File: config.mk
export PLATFORM = sky130hd
export DESIGN_NAME = fb_rect_filler
export DESIGN_NICKNAME = d
export VERILOG_FILES = /design/src/rtl/fb_rect_filler.sv
export SDC_FILE = /design/constraint.sdc
export NUM_CORES = 1
export LEC_CHECK = 0
export BUFFER_PORTS_ARGS = -buffer_cell sky130_fd_sc_hd__buf_2
export CORE_UTILIZATION = 38
export CTS_BUF_LIST = sky130_fd_sc_hd__clkbuf_2 sky130_fd_sc_hd__clkbuf_4 sky130_fd_sc_hd__clkbuf_8
export DETAILED_ROUTE_END_ITERATION = 12
export SLEW_MARGIN = 20
export SYNTH_ARGS = -nofsm -noshare
export SYNTH_HDL_FRONTEND = slang
export SYNTH_SLANG_ARGS = --single-unit
File: constraint.sdc
create_clock -name clock -period 7.4 [get_ports clock]
set_clock_uncertainty 0.2 [all_clocks]
set_input_delay 1.48 -clock clock [delete_from_list [all_inputs] [get_ports clock]]
set_output_delay 1.48 -clock clock [all_outputs]
set_load 0.02 [all_outputs]
File: src/rtl/fb_rect_filler.sv
// fb_rect_filler: solid-colour rectangle rasteriser, two horizontally adjacent pixels per cycle, held off while vsync is low.
// Define FB_RECT_CLIP_EN to clip rectangles to the screen; otherwise off-screen slots past the framebuffer end are masked.
module fb_rect_filler #(
    parameter int WIDTH   = 640,
    parameter int HEIGHT  = 480,
    parameter int ADDR_W  = 19,
    parameter int COLOR_W = 4
) (
    input  logic               clock,
    input  logic               reset,
    input  logic               vsync,
    input  logic               cmd_valid,
    output logic               cmd_ready,
    input  logic [9:0]         cmd_x,
    input  logic [8:0]         cmd_y,
    input  logic [10:0]        cmd_w,
    input  logic [9:0]         cmd_h,
    input  logic [COLOR_W-1:0] cmd_color,
    output logic [ADDR_W-1:0]  addr_wr1,
    output logic [ADDR_W-1:0]  addr_wr2,
    output logic [COLOR_W-1:0] data_wr1,
    output logic [COLOR_W-1:0] data_wr2,
    output logic               wr1_en,
    output logic               wr2_en,
    output logic               busy
);
    localparam logic [1:0] S_IDLE  = 2'd0;
    localparam logic [1:0] S_SETUP = 2'd1;
    localparam logic [1:0] S_RUN   = 2'd2;
    // Two spare bits so unclipped rectangles running off the bottom never wrap into valid addresses
    localparam int FW = ADDR_W + 2;

    logic [1:0]         state, state_n;
    logic [9:0]         x_q;
    logic [8:0]         y_q;
    logic [10:0]        w_q;
    logic [9:0]         h_q;
    logic [COLOR_W-1:0] color_q;
    logic [11:0]        x_end, col, x_sum, x_lim, col1, col2;
    logic [10:0]        y_end, row, y_sum, y_lim;
    logic [FW-1:0]      base, base_init, a1, a2;
    logic               empty, en1_n, en2_n, step, row_done, last_row, accept;

    assign x_sum     = {2'b0, x_q} + {1'b0, w_q};
    assign y_sum     = {2'b0, y_q} + {1'b0, h_q};
    assign base_init = (FW'(y_q) << 9) + (FW'(y_q) << 7);
    assign a1        = base + FW'(col);
    assign a2        = a1 + FW'(1);
    assign col1      = col + 12'd1;
    assign col2      = col + 12'd2;
    assign row_done  = col2 >= x_end;
    assign last_row  = row + 11'd1 >= y_end;
    assign step      = state == S_RUN && vsync;
    assign accept    = state == S_IDLE && cmd_valid && cmd_ready;

`ifdef FB_RECT_CLIP_EN
    localparam logic [11:0] W12 = 12'(WIDTH);
    localparam logic [10:0] H11 = 11'(HEIGHT);
    assign x_lim = x_sum > W12 ? W12 : x_sum;
    assign y_lim = y_sum > H11 ? H11 : y_sum;
    assign empty = {2'b0, x_q} >= W12 || {2'b0, y_q} >= H11 || w_q == '0 || h_q == '0;
    assign en1_n = 1'b1;
    assign en2_n = col1 < x_end;
`else
    localparam logic [FW-1:0] LIMIT = FW'(WIDTH * HEIGHT);
    assign x_lim = x_sum;
    assign y_lim = y_sum;
    assign empty = w_q == '0 || h_q == '0;
    assign en1_n = a1 < LIMIT;
    assign en2_n = col1 < x_end && a2 < LIMIT;
`endif

    always_comb begin
        state_n = state == S_IDLE  ? (accept ? S_SETUP : S_IDLE) :
                  state == S_SETUP ? (empty ? S_IDLE : S_RUN) :
                  state == S_RUN   ? (step && row_done && last_row ? S_IDLE : S_RUN) : S_IDLE;
    end

    always_ff @(posedge clock) begin
        if (!reset) begin
            state     <= S_IDLE;
            cmd_ready <= 1'b0;
            busy      <= 1'b0;
            wr1_en    <= 1'b0;
            wr2_en    <= 1'b0;
            addr_wr1  <= '0;
            addr_wr2  <= '0;
            data_wr1  <= '0;
            data_wr2  <= '0;
        end else begin
            state     <= state_n;
            cmd_ready <= state_n == S_IDLE;
            busy      <= state_n != S_IDLE;
            wr1_en    <= step && en1_n;
            wr2_en    <= step && en2_n;
            if (step && en1_n) begin
                addr_wr1 <= a1[ADDR_W-1:0];
                data_wr1 <= color_q;
            end
            if (step && en2_n) begin
                addr_wr2 <= a2[ADDR_W-1:0];
                data_wr2 <= color_q;
            end
            if (accept) begin
                x_q     <= cmd_x;
                y_q     <= cmd_y;
                w_q     <= cmd_w;
                h_q     <= cmd_h;
                color_q <= cmd_color;
            end
            if (state == S_SETUP) begin
                x_end <= x_lim;
                y_end <= y_lim;
                base  <= base_init;
                col   <= {2'b0, x_q};
                row   <= {2'b0, y_q};
            end
            if (step) begin
                if (row_done) begin
                    col  <= {2'b0, x_q};
                    base <= base + FW'(WIDTH);
                    row  <= row + 11'd1;
                end else begin
                    col <= col2;
                end
            end
        end
    end
endmodule

==> impl_metrics.toml, run 1 <==
[pwr]
power.density_nw_per_um2 = 186
p_leak_nw = 4.70
total_power_mw = 2.10
ir_drop_v = 0.000114

[routing]
viasPerCell = 5.26
via_count = 7418
drt_wl_total_mm = 22.2
drc = 0
ant_nets = 0
drt_iter0_drc = 405
dr.pass1.iters = 5
wire_per_inst_microns = 15.8

[synthesis]
synth_area_sq_um = 10100
syn_avg_cell_area_sq_um = 10.4
yosysWarningCount = 0
synthTopCellsByArea = "edfxtp_1 33%, dfxtp_1 10%, ha_1 9.7%"
synth_top_area_cell = "edfxtp_1"
synth_ff_type = "edfxtp_1"
synth_commonest_cells = "111 x edfxtp_1, 81 x nor2_1, 79 x nand2_1"
synthArstFlopShare = 0
yosysMostFrequentCell = "edfxtp_1"
ys_types = 87
synth-seq-cells = 163
syn_inst = 967
synth_top_area_frac = 0.331
syn_nets = 1097
ys_seq_area_frac = 0.434
synth_edf_count = 111

[grt]
met2_usage = 0.274
grt_busiest_layer = "met2"
grt_max_degree = 56
antenna_found_initial = 0
grt_use_total = 0.171
met1_usage = 0.230
grt_pass1_vias = 7126
globalRouteOverflowTotal = 0
gr-usage-met3 = 0.0269
grt_pass1_wl_mm = 36.3

[place]
portBuffers = 97
post-place-cells = 1378
post-place-ws_ns = 2.52
dp_hpwl_mm = 16.5
gp_congestion = 0.862

[die]
die_h_microns = 165
initial_utilization = 0.387
row_count = 59
die_w_microns = 165
coreArea_sq_um = 26100
dieArea_sq_um = 27200
io_pins = 98

[layout]
fin_nets = 1192
layout.cells.non_filler = 1409
drive_above_1_share = 0.176
num_antenna_cells = 0
syn_to_final_growth_pct = 12.3
final.fill_count = 2539

[run_status]
status = "finished, final reports clean"

[timing]
rsz0062_at_grt = "no"
whs_ns = 0.256
min_period_ns = 4.90
timing.final.ws_setup_ns = 2.50
tns_ns = 0
hold_violations = 0
fmax_mhz = 204
setup_viol = 0
min_period_over_period = 0.662
worst_pin_slew_ns = 1.04
slew_headroom = 0.305
drv_slew = 0

[clock_tree]
postCtsSetupBuffers = 0
cts.reportedPaths.clkPinSlew_ns = 0.10
cts_resized = 0
htree_levels = 4
cts_sinks = 163
cts_made_buffers = 17
ctsHoldBuffers = 0
clock_latency_ns = 0.46
clockBufferDepth = 2
cts-root-buf = "clkbuf_8"
cts_tree = "built"

[setup_path]
critical_path.max_fanout = 15
crit_type = "flip-flop to flip-flop"
worstPathRequired_ns = 7.59
worstSetupEndpointType = "flip-flop"
cp.arrival_ns = 5.09
critical_path.startpoint_type = "flip-flop"

[job]
drv_cap = 0

[worst_hold_path]
hold_path.class = "flip-flop to flip-flop"
==> final timing paths <==
kind,start,endpoint,slack [ns],depth (start not counted)
max reg2reg,col[0],addr_wr2[1],2.50,13
min reg2reg,data_wr2[1],data_wr2[1],0.26,2
min,data_wr2[1],data_wr2[1],0.26,2
max,col[0],addr_wr2[1],2.50,13
==> power by group <==
group	leakage (nW)	total (mW)	switching, mW	internal, mW
combinational	3.05	0.347	0.203	0.144
clock	0.193	0.713	0.375	0.338
sequential	1.45	1.04	0.0297	1.01
==> cells in the final DEF (no fill, tap or decap), types with 4 or more instances in the layout <==
cell        synthesis  routed
ha_1               78      78
and2_1             12      12
nor4_1              7       7
a211oi_1           22      22
buf_2               6      97
nand3_1            28      28
buf_4               0      10
xnor2_1            40      40
o211ai_1            5       5
mux2i_1            36      36
a211oi_2            4       4
clkbuf_8            0      17
a211o_1             6       6
a21boi_0            7       7
o21a_1             14      14
nor2b_1            11      11
o21ai_0            30      30
nand2_1            79      79
dfxtp_1            52      52
fa_1                4       4
a21o_1             25      25
clkinvlp_4          0       4
a21oi_1            37      37
inv_1              53      53
and3_1             15      15
o21bai_1            4       4
mux2_2              8       8
o31ai_1             4       4
edfxtp_1          111     111
xor2_1             29      29
a31oi_1            25      25
a221o_1             4       4
nand2b_1           12      12
nor3_1             13      13
nand4_1             7       7
or3_1               7       7
nor2_1             81      79
==> stage by stage <==
stage                     cell area (sq um)  utilization
after global routing                  11300        0.435
final                                 11300        0.435
after global placement                10900        0.418
after detailed placement              10900        0.419
after floorplan                       10100            -
after CTS                             11300        0.435
==> layout make-up <==
class                           instances  area (sq um)  share of cell area
Timing Repair Buffer                  108           576              0.0508
Inverter                               53           199              0.0176
Sequential cell                       163          4370               0.386
Multi-Input combinational cell        719          5340               0.472
Tap cell                              335           419              0.0370
Clock buffer                           17           234              0.0207
Clock inverter                         14           180              0.0159
==> flip-flops by register name, indices dropped and copies added, names as in the netlist <==
register,count
x_q,10
row,11
data_wr1,4
y_q,9
data_wr2,4
h_q,10
addr_wr1,19
state,2
x_end,12
busy,1
base,21
y_end,11
col,12
wr1_en,1
addr_wr2,19
cmd_ready,1
color_q,4
wr2_en,1
w_q,11
==> critical path, stage by stage (launching register included) <==
cell	delay, ns
edfxtp_1	0.55
ha_1	0.32
fa_1	0.44
a21o_2	0.26
a31oi_1	0.41
a21oi_1	0.15
xor2_1	0.38
nand4_1	0.25
a2111oi_0	0.47
a211oi_2	0.15
o311a_4	0.35
nor3_4	0.43
buf_8	0.25
mux2i_1	0.20
==> metal layers <==
metal / share of wire / wire [microns] / vias to the layer above
met1: 0.49 / 10900 / 3477
met2: 0.44 / 9870 / 161
met5: 0 / 0 / -
met4: 0.025 / 554 / 0
met3: 0.040 / 887 / 32
li1: - / - / 3748
==> cells by family (layout without fill, tap and decap cells) <==
logic type      after synthesis  after routing  synth area share
flops                       163            163             0.434
xor+xnor                     71             71            0.0643
fa+ha+maj                    82             82             0.105
buf+inv                      85            192            0.0385
mux                          44             44            0.0447
compound gates              222            222             0.159
simple gates                300            300             0.155
Note: power is estimated with default switching activity, not from simulation.
==> run 2: changes to the inputs <==
clock period = 4.6 ns   (was 7.4 ns; I/O delays follow)
==> impl_metrics.toml, run 2 (same netlist as run 1, synthesis figures left out) <==
[grt]
grt_pass1_wl_mm = 36.5
globalRouteOverflowTotal = 0
grt_use_total = 0.172
grt_pass1_vias = 7228
met2_usage = 0.275
grt_busiest_layer = "met2"
antenna_found_initial = 0
grt_max_degree = 55
gr-usage-met3 = 0.0281
met1_usage = 0.231

[timing]
min_period_ns = 4.27
whs_ns = 0.262
tns_ns = 0
fmax_mhz = 234
drv_slew = 0
worst_pin_slew_ns = 0.732
rsz0062_at_grt = "no"
setup_viol = 0
hold_violations = 0
min_period_over_period = 0.927
slew_headroom = 0.508

[place]
placed_area_sq_um = 11000
portBuffers = 97
gp_congestion = 0.899
dp_hpwl_mm = 16.7

[pwr]
total_power_mw = 3.32
ir_drop_v = 0.000169
p_leak_nw = 4.76
power.density_nw_per_um2 = 291

[die]
dieArea_sq_um = 27200
die_w_microns = 165
row_count = 59
die_h_microns = 165
coreArea_sq_um = 26100
initial_utilization = 0.387
io_pins = 98

[job]
drv_cap = 0

[setup_path]
worstPathRequired_ns = 4.80
crit_chain = "ha_1 > fa_1 > a21o_2 > a31oi_1 > a2111o_1 > o211a_4 > nor4b_4 > nand4_4 > or3_1 > o311a_4 > nor3_4 > buf_12 > mux2i_1"
cpLargestDelayFamily = "compound AO/OA/AOI/OAI gates"
critPathBufInv = 1
crit_type = "flip-flop to flip-flop"
r2r_start = "col[0]"
cp_slowest_cell = "or3_1"
startpoint = "col[0]"
slowest_delay_ns = 0.47
critical_path.startpoint_type = "flip-flop"
cp.arrival_ns = 4.47
critical_path.max_fanout = 22
worstSetupEndpointType = "flip-flop"

[clock_tree]
cts-root-buf = "clkbuf_8"
clockBufferDepth = 2
cts_made_buffers = 17
ctsHoldBuffers = 0
htree_levels = 4
clock_latency_ns = 0.48
postCtsSetupBuffers = 0
cts.reportedPaths.clkPinSlew_ns = 0.11
cts_resized = 0
cts_tree = "built"
cts_sinks = 163

[worst_hold_path]
hold_path.class = "flip-flop to flip-flop"
hold_start = "data_wr2[1]"

[layout]
num_antenna_cells = 0
finish.utilization = 0.437
final_common_cell = "edfxtp_1"
drive_above_1_share = 0.184
layout_common_cells = "111 x edfxtp_1, 97 x buf_2, 79 x nand2_1, 79 x nor2_1, 78 x ha_1"
design_area_sq_um = 11400
final.fill_count = 2518
syn_to_final_growth_pct = 13.0
fin_nets = 1203
largest_reg_flops = 21
regMostFlops = "base"
reg_top3 = "base: 21 flops, addr_wr1: 19 flops, addr_wr2: 19 flops"

[routing]
drc = 0
drt_wl_total_mm = 22.4
ant_nets = 0
dr.pass1.iters = 5
viasPerCell = 5.23
wire_per_inst_microns = 15.7
via_count = 7430
drt_iter0_drc = 481

[run_status]
status = "finished, final reports clean"
==> run 2: changes by cell type in the layout (fill, tap and decap cells not counted), moves of 2 or more <==
cell        change
buf_4          +11
bufinv_16       -3
clkinv_8        +2
clkinvlp_4      -4
inv_8           +6
==> run 2: tightest hold or removal path, stage by stage, from the launching register on <==
cell and delay (ns):
dfxtp_1 0.32, nand2_1 0.05, mux2i_1 0.05
==> run 2: power by group <==
part | switching, mW | internal, mW
combinational | 0.329 | 0.239
clock | 0.664 | 0.412
sequential | 0.0473 | 1.63
total | 1.04 | 2.28
==> run 2: cell type report <==
class,count,area (sq um),share of cell area
multi-input cells,719,5340,0.469
flip-flops and latches,163,4370,0.384
repair buffers,119,663,0.0582
well taps,335,419,0.0368
clock buffers,17,234,0.0205
inverters,53,199,0.0175
clock inverters,15,159,0.0139
==> run 2: per-stage QoR <==
stage / cells / setup WS, ns
final: 1421 / 0.334
after global routing: 1421 / 0.0924
after CTS: 1421 / 0.343
after detailed placement: 1389 / 0.372
after global placement: 1389 / 0.495
after floorplan: 967 / 0.488
==> run 2: path summary, 6_finish.rpt <==
check / cells past startpoint / endpoint / slack, ns
worst max-delay path: 13 / data_wr2[0] / 0.33
worst min-delay path: 2 / data_wr2[1] / 0.26
worst max register to register: 13 / data_wr2[0] / 0.33
worst min register to register: 2 / data_wr2[1] / 0.26
==> run 2: routing by layer <==
layer  vias to the layer above  share of wire
met1                      3436           0.50
met5                         -              0
met2                       186           0.44
met4                         0          0.022
li1                       3779              -
met3                        29          0.041
==> run 3: changes to the inputs <==
MAX_ROUTING_LAYER = met4   (was not set)
SLEW_MARGIN = 40   (was 20)
==> impl_metrics.toml, run 3 (same netlist as run 1, synthesis figures left out) <==
[run_status]
status = "finished, final reports clean"

[clock_tree]
cts_tree = "built"
cts-root-buf = "clkbuf_8"
ctsHoldBuffers = 0
cts_made_buffers = 17
clock_latency_ns = 0.47
cts_sinks = 163
htree_levels = 4
clockBufferDepth = 2
cts_resized = 0
cts.reportedPaths.clkPinSlew_ns = 0.11
postCtsSetupBuffers = 0

[timing]
hold_violations = 0
rsz0062_at_grt = "no"
drv_slew = 0
fmax_mhz = 234
slew_headroom = 0.495
min_period_over_period = 0.928
timing.final.ws_setup_ns = 0.333
min_period_ns = 4.27
worst_pin_slew_ns = 0.751
tns_ns = 0
setup_viol = 0

[worst_hold_path]
hold_path.class = "flip-flop to flip-flop"
hold_start = "addr_wr2[16]"
holdPathStages = 2
whs_endpoint = "addr_wr2[16]"

[setup_path]
slowest_delay_ns = 0.47
cp_slowest_cell = "or3_1"
rr_endpoint = "data_wr2[0]"
cp.arrival_ns = 4.47
worstSetupEndpointType = "flip-flop"
critical_path.startpoint_type = "flip-flop"
crit_chain = "ha_1 > fa_1 > a21o_2 > a31oi_1 > a2111o_1 > o211a_4 > nor4b_4 > nand4_4 > or3_1 > o311a_4 > nor3_4 > buf_12 > mux2i_1"
r2r_cells = 13
r2r_start = "col[0]"
rrSetupSlack_ns = 0.33
critical_path.max_fanout = 22
worstPathRequired_ns = 4.80
crit_type = "flip-flop to flip-flop"

[grt]
grt_max_degree = 55
antenna_found_initial = 0
grt_pass1_vias = 7237
grt_use_total = 0.177
grt_pass1_wl_mm = 36.5
globalRouteOverflowTotal = 0

[layout]
largest_reg_flops = 21
syn_to_final_growth_pct = 13.0
fin_nets = 1203
regMostFlops = "base"
reg_top3 = "base: 21 flops, addr_wr1: 19 flops, addr_wr2: 19 flops"
num_antenna_cells = 0
design_area_sq_um = 11400
final.fill_count = 2518
drive_above_1_share = 0.184
finish.utilization = 0.437
final_common_cell = "edfxtp_1"
layout_common_cells = "111 x edfxtp_1, 97 x buf_2, 79 x nand2_1, 79 x nor2_1, 78 x ha_1"

[die]
dieArea_sq_um = 27200
io_pins = 98
die_h_microns = 165
initial_utilization = 0.387
die_w_microns = 165
row_count = 59
coreArea_sq_um = 26100

[routing]
drt_iter0_drc = 469
drt_wl_total_mm = 22.4
viasPerCell = 5.22
dr.pass1.iters = 5
drc = 0
wire_per_inst_microns = 15.8
via_count = 7416
ant_nets = 0

[pwr]
total_power_mw = 3.32
ir_drop_v = 0.000170
power.density_nw_per_um2 = 291
p_leak_nw = 4.76

[place]
gp_congestion = 0.914
dp_hpwl_mm = 16.7
placed_area_sq_um = 11000
portBuffers = 97
post-place-ws_ns = 0.372

[job]
drv_cap = 0
[run 3: cell counts in the layout (fill, tap and decap cells not counted)]
Identical to the previous run, type by type.
[run 3: cell type report]
type,instances,area [sq um],share of cell area
Sequential cell,163,4370,0.384
Tap cell,335,419,0.0368
Clock inverter,15,159,0.0139
Multi-Input combinational cell,719,5340,0.469
Clock buffer,17,234,0.0205
Timing Repair Buffer,119,663,0.0582
Inverter,53,199,0.0175
[run 3: report_power, final]
| group | switching (mW) | internal, mW | total (mW) |
|---|---|---|---|
| Combinational | 0.329 | 0.239 | 0.569 |
| Sequential | 0.0473 | 1.63 | 1.68 |
| Clock | 0.662 | 0.412 | 1.07 |
[run 3: layer usage]
layer	GRT usage	part of all wire
met1	0.231	0.50
met2	0.275	0.44
met3	0.0329	0.040
met4	0.0596	0.020
met5	-	0
[run 3: per-stage QoR]
stage | cells | hold WS, ns
3_5_place_dp | 1389 | 0.244
2_1_floorplan | 967 | 0.279
6_report | 1421 | 0.262
4_1_cts | 1421 | 0.263
5_1_grt | 1421 | 0.283
3_3_place_gp | 1389 | 0.239
[run 3: how the worst max path moves through the flow]
stage               startpoint            to  slack (ns)  depth (start not counted)
CTS                     col[0]   data_wr2[0]        0.34                         13
global placement        col[0]   addr_wr2[3]        0.49                         13
finish                  col[0]   data_wr2[0]        0.33                         13
global route            col[0]   data_wr2[1]        0.09                         13
detailed placement      col[0]   data_wr2[0]        0.37                         13
floorplan               col[0]  addr_wr2[13]        0.49                         15
[run 3: worst max-delay path, delay by kind of cell, from the launching register on]
kind | cells | cell delay (ns)
adder cells (fa/ha/maj) | 2 | 0.71
AND/OR/NAND/NOR | 4 | 1.13
buffers and inverters | 1 | 0.22
multiplexers | 1 | 0.21
AO/OA/AOI/OAI | 5 | 1.32
flip-flops | 1 | 0.41
